## src/rtl/vend_credit_ctrl.sv

```systemverilog
// Credit accumulation and purchase FSM for the vending machine display path.
// Conditions raw coin/button levels, tracks credit and emits vend/change strobes.
module vend_credit_ctrl #(
    parameter int PRICE1     = 1,
    parameter int PRICE2     = 2,
    parameter int PRICE3     = 3,
    parameter int MAX_CREDIT = 15,
    parameter int CW         = 4,
    parameter int TIMEOUT    = 50000000
) (
    input  logic          clk,
    input  logic          rst,
    input  logic          m1,
    input  logic          m5,
    input  logic          i1,
    input  logic          i2,
    input  logic          i3,
    input  logic          cancel,
    output logic [CW-1:0] credit,
    output logic          vend,
    output logic [1:0]    item,
    output logic [CW-1:0] change,
    output logic          change_valid,
    output logic          reject,
    output logic          busy
);

    localparam int TW = (TIMEOUT > 2) ? $clog2(TIMEOUT) : 1;

    localparam logic [CW-1:0] P1 = CW'(PRICE1);
    localparam logic [CW-1:0] P2 = CW'(PRICE2);
    localparam logic [CW-1:0] P3 = CW'(PRICE3);

    // Bit positions in the conditioned input vector.
    localparam int B_M1 = 0, B_M5 = 1, B_I1 = 2, B_I2 = 3, B_I3 = 4, B_CAN = 5;

    typedef enum logic [2:0] {
        S_IDLE,
        S_COLLECT,
        S_VEND,
        S_CHANGE,
        S_REFUND
    } state_t;

    logic [5:0]    r_sync1, r_sync2, r_prev;
    state_t        r_state;
    logic [CW-1:0] r_credit;
    logic [1:0]    r_item;
    logic          r_reject;
    logic [TW-1:0] r_tcnt;

    logic [5:0]    w_raw, w_edge;
    state_t        w_state_nxt;
    logic [CW-1:0] w_credit_nxt;
    logic [1:0]    w_item_nxt;
    logic          w_reject_nxt;
    logic [TW-1:0] w_tcnt_nxt;

    logic          w_coin, w_m1_lost, w_coin_fits, w_timeout, w_afford;
    logic [CW:0]   w_coin_sum;
    logic [1:0]    w_sel_id;
    logic [CW-1:0] w_price;

    assign w_raw  = {cancel, i3, i2, i1, m5, m1};
    assign w_edge = r_sync2 & ~r_prev;

    assign w_coin      = w_edge[B_M1] | w_edge[B_M5];
    assign w_m1_lost   = w_edge[B_M1] & w_edge[B_M5];
    assign w_coin_sum  = {1'b0, r_credit} + (w_edge[B_M5] ? (CW+1)'(5) : (CW+1)'(1));
    assign w_coin_fits = w_coin_sum <= (CW+1)'(MAX_CREDIT);
    assign w_timeout   = r_tcnt == TW'(TIMEOUT - 1);
    assign w_afford    = r_credit >= w_price;

    always_comb begin
        w_sel_id = 2'd0;
        w_price  = '0;
        if (w_edge[B_I1]) begin
            w_sel_id = 2'd1;
            w_price  = P1;
        end else if (w_edge[B_I2]) begin
            w_sel_id = 2'd2;
            w_price  = P2;
        end else if (w_edge[B_I3]) begin
            w_sel_id = 2'd3;
            w_price  = P3;
        end
    end

    // NOTE: every signal written here gets a default first so no path leaves it unassigned (no latches).
    always_comb begin
        w_state_nxt  = r_state;
        w_credit_nxt = r_credit;
        w_item_nxt   = 2'd0;
        w_reject_nxt = 1'b0;
        w_tcnt_nxt   = '0;
        unique case (r_state)
            S_IDLE: begin
                if (w_coin && w_coin_fits) begin
                    w_credit_nxt = w_coin_sum[CW-1:0];
                    w_reject_nxt = w_m1_lost;
                    w_state_nxt  = S_COLLECT;
                end else begin
                    w_reject_nxt = w_coin;
                end
            end
            S_COLLECT: begin
                w_tcnt_nxt = r_tcnt + 1'b1;
                if (w_edge[B_CAN]) begin
                    w_reject_nxt = w_coin;
                    w_state_nxt  = S_REFUND;
                end else if (w_sel_id != 2'd0 && w_afford) begin
                    w_reject_nxt = w_coin;
                    w_credit_nxt = r_credit - w_price;
                    w_item_nxt   = w_sel_id;
                    w_state_nxt  = S_VEND;
                end else if (w_sel_id == 2'd0 && w_coin && w_coin_fits) begin
                    w_credit_nxt = w_coin_sum[CW-1:0];
                    w_reject_nxt = w_m1_lost;
                    w_tcnt_nxt   = '0;
                end else begin
                    // A select that cannot be afforded still claims the cycle, so the coin bounces.
                    w_reject_nxt = w_coin;
                    if (w_timeout) w_state_nxt = S_REFUND;
                end
                if (w_state_nxt != S_COLLECT) w_tcnt_nxt = '0;
            end
            S_VEND: begin
                w_reject_nxt = w_coin;
                w_state_nxt  = (r_credit != '0) ? S_CHANGE : S_IDLE;
            end
            S_CHANGE, S_REFUND: begin
                w_reject_nxt = w_coin;
                w_credit_nxt = '0;
                w_state_nxt  = S_IDLE;
            end
            default: w_state_nxt = S_IDLE;
        endcase
    end

    // NOTE: sequential state uses non-blocking assignments so all registers update together.
    always_ff @(posedge clk) begin
        if (rst) begin
            r_sync1  <= '0;
            r_sync2  <= '0;
            r_prev   <= '0;
            r_state  <= S_IDLE;
            r_credit <= '0;
            r_item   <= 2'd0;
            r_reject <= 1'b0;
            r_tcnt   <= '0;
        end else begin
            r_sync1  <= w_raw;
            r_sync2  <= r_sync1;
            r_prev   <= r_sync2;
            r_state  <= w_state_nxt;
            r_credit <= w_credit_nxt;
            r_item   <= w_item_nxt;
            r_reject <= w_reject_nxt;
            r_tcnt   <= w_tcnt_nxt;
        end
    end

    assign credit       = r_credit;
    assign vend         = (r_state == S_VEND);
    assign item         = r_item;
    assign change_valid = (r_state == S_CHANGE) || (r_state == S_REFUND);
    assign change       = change_valid ? r_credit : '0;
    assign reject       = r_reject;
    assign busy         = vend | change_valid;

endmodule
```

## config.mk

```make
export PLATFORM = sky130hd
export DESIGN_NAME = vend_credit_ctrl
export DESIGN_NICKNAME = d
export VERILOG_FILES = /design/src/rtl/vend_credit_ctrl.sv
export SDC_FILE = /design/constraint.sdc
export NUM_CORES = 1
export LEC_CHECK = 0
export ABC_CLOCK_PERIOD_IN_PS = 3200
export BUFFER_PORTS_ARGS = -buffer_cell sky130_fd_sc_hd__buf_2
export CAP_MARGIN = 20
export CORE_MARGIN = 4
export CORE_UTILIZATION = 47
export CTS_CLUSTER_SIZE = 25
export DETAILED_ROUTE_END_ITERATION = 8
export GPL_ROUTABILITY_DRIVEN = 0
export GPL_TIMING_DRIVEN = 0
export PLACE_DENSITY = 0.65
export SLEW_MARGIN = 10
export SYNTH_ARGS = -nofsm -noshare
export SYNTH_HDL_FRONTEND = slang
export SYNTH_SLANG_ARGS = --single-unit
```

## constraint.sdc

```tcl
create_clock -name clk -period 3.2 [get_ports clk]
set_input_delay 0.32 -clock clk [delete_from_list [all_inputs] [get_ports clk]]
set_output_delay 0.32 -clock clk [all_outputs]
set_load 0.01 [all_outputs]
```

Yosys cells after proc, flatten, opt, wreduce, memory -nomap -nowiden
Cells that the tools add are included.
{"block": "classes", "n_addsub": 3, "magnitude_cmp": 2, "n_eq_ne": 9, "n_mux": 29, "bitwise": 7, "n_reduce_logical": 15}
{"op": "$mux 26", "count": 3}
{"op": "$add 26x1->26 const B", "count": 1}
{"op": "$eq 26x26->1 const B", "count": 1}
{"op": "$mux 3", "count": 7}
{"op": "$mux 4", "count": 5}
{"op": "$mux 2", "count": 7}
{"op": "$pmux 4 s3", "count": 1}
{"op": "$pmux 3 s3", "count": 1}
{"op": "$and 6x6->6", "count": 1}
{"op": "$eq 3x2->1 const B", "count": 2}
{"op": "$not 6->6", "count": 1}
{"op": "$reduce_or 3->1", "count": 2}
{"op": "$add 4x3->5", "count": 1}
{"op": "$le 5x4->1 const B", "count": 1}
{"op": "$ge 4x4->1", "count": 1}
{"op": "$logic_and 1x1->1", "count": 4}
{"op": "$mux 1", "count": 4}
{"op": "$ne 2x2->1 const B", "count": 2}
{"op": "$reduce_and 4->1", "count": 1}
{"op": "$reduce_bool 4->1", "count": 1}
{"op": "$reduce_or 4->1", "count": 1}
{"op": "$sub 4x4->4", "count": 1}
{"op": "$eq 3x1->1 const B", "count": 1}
{"op": "$eq 3x3->1 const B", "count": 1}
{"op": "other kinds (12)", "count": 14}
{"block": "totals", "ff_bits": 54, "wordCells": 73}

Depth between registers and ports, before layout
{"block": "depth", "word_depth": 14, "ltp_mapped": 12, "mapped_depth_nobuf": 11}

Least setup slack after synthesis
No wires, ideal clock.
{"block": "synth_timing", "kind": "reg2reg", "startpoint": "register r_prev[3]", "endpoint": "register r_credit[2] (netlist: credit[2])", "arrival_ns": 2.421, "t_required_ns": 3.066, "slack_ns": 0.645, "path_stages_with_launch": 12, "path_buffers": 1, "synth_period_minus_slack_ns": 2.555, "cell_sequence": "dfxtp_1 > and2b_1 > o21ai_0 > ha_1 > inv_1 > fa_1 > a2111o_1 > o31a_1 > buf_4 > and3_1 > o311ai_0 > o31ai_1"}
{"block": "synth_between", "elab_chain_cells": 9, "elab_cells_between_ends": 18}
{"element": "from (decl)", "line": "45", "source": "logic [5:0] r_sync1, r_sync2, r_prev;"}
{"element": "from (signal assigned)", "line": "154", "source": "r_prev <= r_sync2;"}
{"element": "$not 6->6 (*)", "line": "65", "source": "assign w_edge = r_sync2 & ~r_prev;"}
{"element": "$and 6x6->6 (*)", "line": "65"}
{"element": "$mux 2 (*)", "line": "80", "source": "end else if (w_edge[B_I2]) begin"}
{"element": "$mux 2 (*)", "line": "77", "source": "if (w_edge[B_I1]) begin"}
{"element": "via w_price[0]", "line": "62", "source": "logic [CW-1:0] w_price;"}
{"element": "$ge 4x4->1", "line": "72", "source": "assign w_afford = r_credit >= w_price;"}
{"element": "$logic_and 1x1->1", "line": "111", "source": "end else if (w_sel_id != 2'd0 && w_afford) begin"}
{"element": "$mux 4", "line": "111"}
{"element": "$mux 4", "line": "108", "source": "if (w_edge[B_CAN]) begin"}
{"element": "$pmux 4 s3", "line": "96", "source": "unique case (r_state)"}
{"element": "to (signal assigned)", "line": "156", "source": "r_credit <= w_credit_nxt;"}
{"element": "to (decl)", "line": "47", "source": "logic [CW-1:0] r_credit;"}
Mark *: on every way through the listed nets, which the timed path passes. The rest lies on a longest branch. The select of a mux whose other input is x is not followed.
A chain may end at the register's enable or synchronous reset.

Worst setup path after layout
Same ends and word-level chain as after synthesis.

==> results_dict.tcl <==
set metrics [dict create \
    synth-seq-cells 54 \
    synthFlopType "dfxtp_1" \
    tightest_slew_ps 521.0 \
    ys_warn_count 0 \
    grt.overflow.total 0 \
    drt_iter0_markers 134 \
    place_area_um2 2780 \
    min-delay-path-class "in -> reg" \
    routed_wl_mm 4.715 \
    power.share.combinational 0.136 \
    synth-seq-area-share 0.4170 \
    clockBufferDepth 2 \
    synth_fp_nets 305 \
    diodes 0 \
    track_usage 0.1568 \
    root_buffer "clkbuf_8" \
    path_cells "and2b_1, o21ai_0, ha_1, inv_1, fa_1, a2111o_1, o31a_1, buf_4, nand2_1, and3_1, or2_1, o31ai_1" \
    drv_slew 0 \
    fin_cells 387 \
    seqPwrFrac 0.519 \
    design.die.area_um2 6768 \
    cp.arrival_ps 3030 \
    cp-start-kind "register" \
    place_inst 379 \
    required_ps 3390 \
    num_vias 2007 \
    avgSynthCellArea_um2 8.971 \
    netlist-cell-type-count 53 \
    fin_nets 332 \
    grt_pass1_vias 1816 \
    cts_hold_buf 0 \
    viasPerCell 5.186 \
    ios 22 \
    critPathKind "reg -> reg" \
    finalSetupViolCount 0 \
    status "finished clean" \
    portBuffers 20 \
    grt_pass1_wl_mm 8.238 \
    cts.sinks 54 \
    drc 0 \
    power.leakage_nw 1.099 \
    critPathSlowestCell "fa_1" \
    dieHeight_um 82.27 \
    synth_edf_count 0 \
    clock_latency_ps 310 \
    floorplan.rows 26 \
    final_cell_mix "dfxtp_1, nor2_1, buf_2, nor2b_1, nand2_1" \
    finalHoldViolCount 0 \
    cts_max_level 2 \
    layout_worst_path_cycle_share 0.8859 \
    drtAntennaViolNets 0 \
    cts-resized-gates 0 \
    total_power_mw 1.362 \
    internal_power_mw 1.006 \
    antenna_found_initial 0 \
    cp_slowest_stage_delay_ps 400 \
    core_um2 5238 \
    syn_inst 289 \
    crit_fanout 10 \
    syn_area_um2 2592 \
    slew_headroom 0.6527 \
    synthTopCellsByArea "dfxtp_1, xor2_1, nor2_1" \
    synth_top_area_cell "dfxtp_1" \
    ir_drop_uv 310.8 \
    critPathBufInv 2 \
    hpwlAfterDp_mm 3.444 \
    wl_per_cell_um 12.18 \
    initial_core_util 0.4950 \
    rsz0062_at_grt "false" \
    postCtsSetupBuffers 0 \
    first_pass_iters 4 \
    dieWidth_um 82.27 \
    sw_frac_of_total 0.2619 \
    cts_inserted_buffers 5 \
    setup_tns_ps 0 \
    synth_top_area_share 0.4170 \
    p_per_area_nw_per_um2 470.3 \
    drive_gt1_frac 0.1420 \
    switchingPower_uw 356.8 \
    grt_max_degree 19 \
    clock_skew_ps 17.61 \
    max_freq_ghz 0.3527 \
    path_delay_family "compound AO/OA/AOI/OAI gates" \
    layout_commonest_cell "dfxtp_1" \
    hold_ws_ps 213.1 \
    clk_pin_slew_ps 110 \
    cap_violations 0 \
    clkPwrFrac 0.346 \
    finalCriticalPeriod_ps 2835 \
    n_fill_cell 488 \
    area_growth_pct 11.73 \
    cts_tree "built" \
    final_cell_area_um2 2897 \
    async_flop_share 0 \
    cp-end-kind "register" \
]
[power groups by stage]
stage               combinational [mW]  sequential (mW)  clock (mW)
CTS                              0.185            0.707       0.489
global placement                 0.184            0.722           0
global route                     0.210            0.710       0.512
floorplan                        0.139            0.721           0
finish                           0.185            0.707       0.471
detailed placement               0.184            0.723           0
[flip-flops by register name (all words and copies together) (netlist names)]
signal,cells
r_tcnt,26
r_prev,6
r_sync1,6
r_sync2,6
credit,4
r_state,3
item,2
reject,1
[per-stage QoR]
stage / utilization / setup WS, ps
6_report: 0.5530 / 365.1
4_1_cts: 0.5530 / 394.3
3_5_place_dp: 0.5308 / 413.9
2_1_floorplan: - / 644.7
3_3_place_gp: 0.5308 / 426.8
5_1_grt: 0.5530 / 177.8
[layout make-up]
cell class	count	area [um^2]	share of cell area
multi-input combinational	217	1421	0.4907
sequential	54	1081	0.3732
timing repair buffer	20	100.1	0.03456
inverter	8	30.03	0.01037
buffer	10	60.06	0.02073
tap	70	87.58	0.03024
clock buffer	5	68.82	0.02376
clock inverter	3	47.55	0.01641
[cells by family after synthesis]
| logic type | synth area share |
|---|---|
| adder cells (fa/ha/maj) | 0.04150 |
| AND/OR/NAND/NOR | 0.3132 |
| XOR/XNOR | 0.09411 |
| flip-flops | 0.4170 |
| AO/OA/AOI/OAI | 0.09942 |
| buffers and inverters | 0.03475 |
[cell usage after synthesis (6+ instances only)]
| cell | n |
|---|---|
| dfxtp_1 | 54 |
| xor2_1 | 18 |
| xnor2_1 | 8 |
| nand2b_1 | 7 |
| a211oi_1 | 6 |
| nand2_1 | 20 |
| ha_1 | 7 |
| nor2_1 | 41 |
| nor2b_1 | 21 |
| nor3_1 | 6 |
| nand3_1 | 17 |
| inv_1 | 8 |
[path summary, 6_finish.rpt]
path         startpoint         end  slack (ps)  cells after the start
min                  i2  r_sync1[3]         210                      2
min reg2reg  r_sync1[1]  r_sync2[1]         440                      1
max reg2reg   r_prev[3]   credit[2]         370                     12
max           r_prev[3]   credit[2]         370                     12
[metal layers]
| layer | global-route usage | part of all wire | vias up |
|---|---|---|---|
| met4 | 0.04983 | 0.0085 | 0 |
| met1 | 0.2225 | 0.52 | 905 |
| met5 | 0 | 0 | - |
| li1 | - | - | 1054 |
| met3 | 0.03688 | 0.056 | 4 |
| met2 | 0.2340 | 0.42 | 44 |
Note: power is estimated with default switching activity, not from simulation.
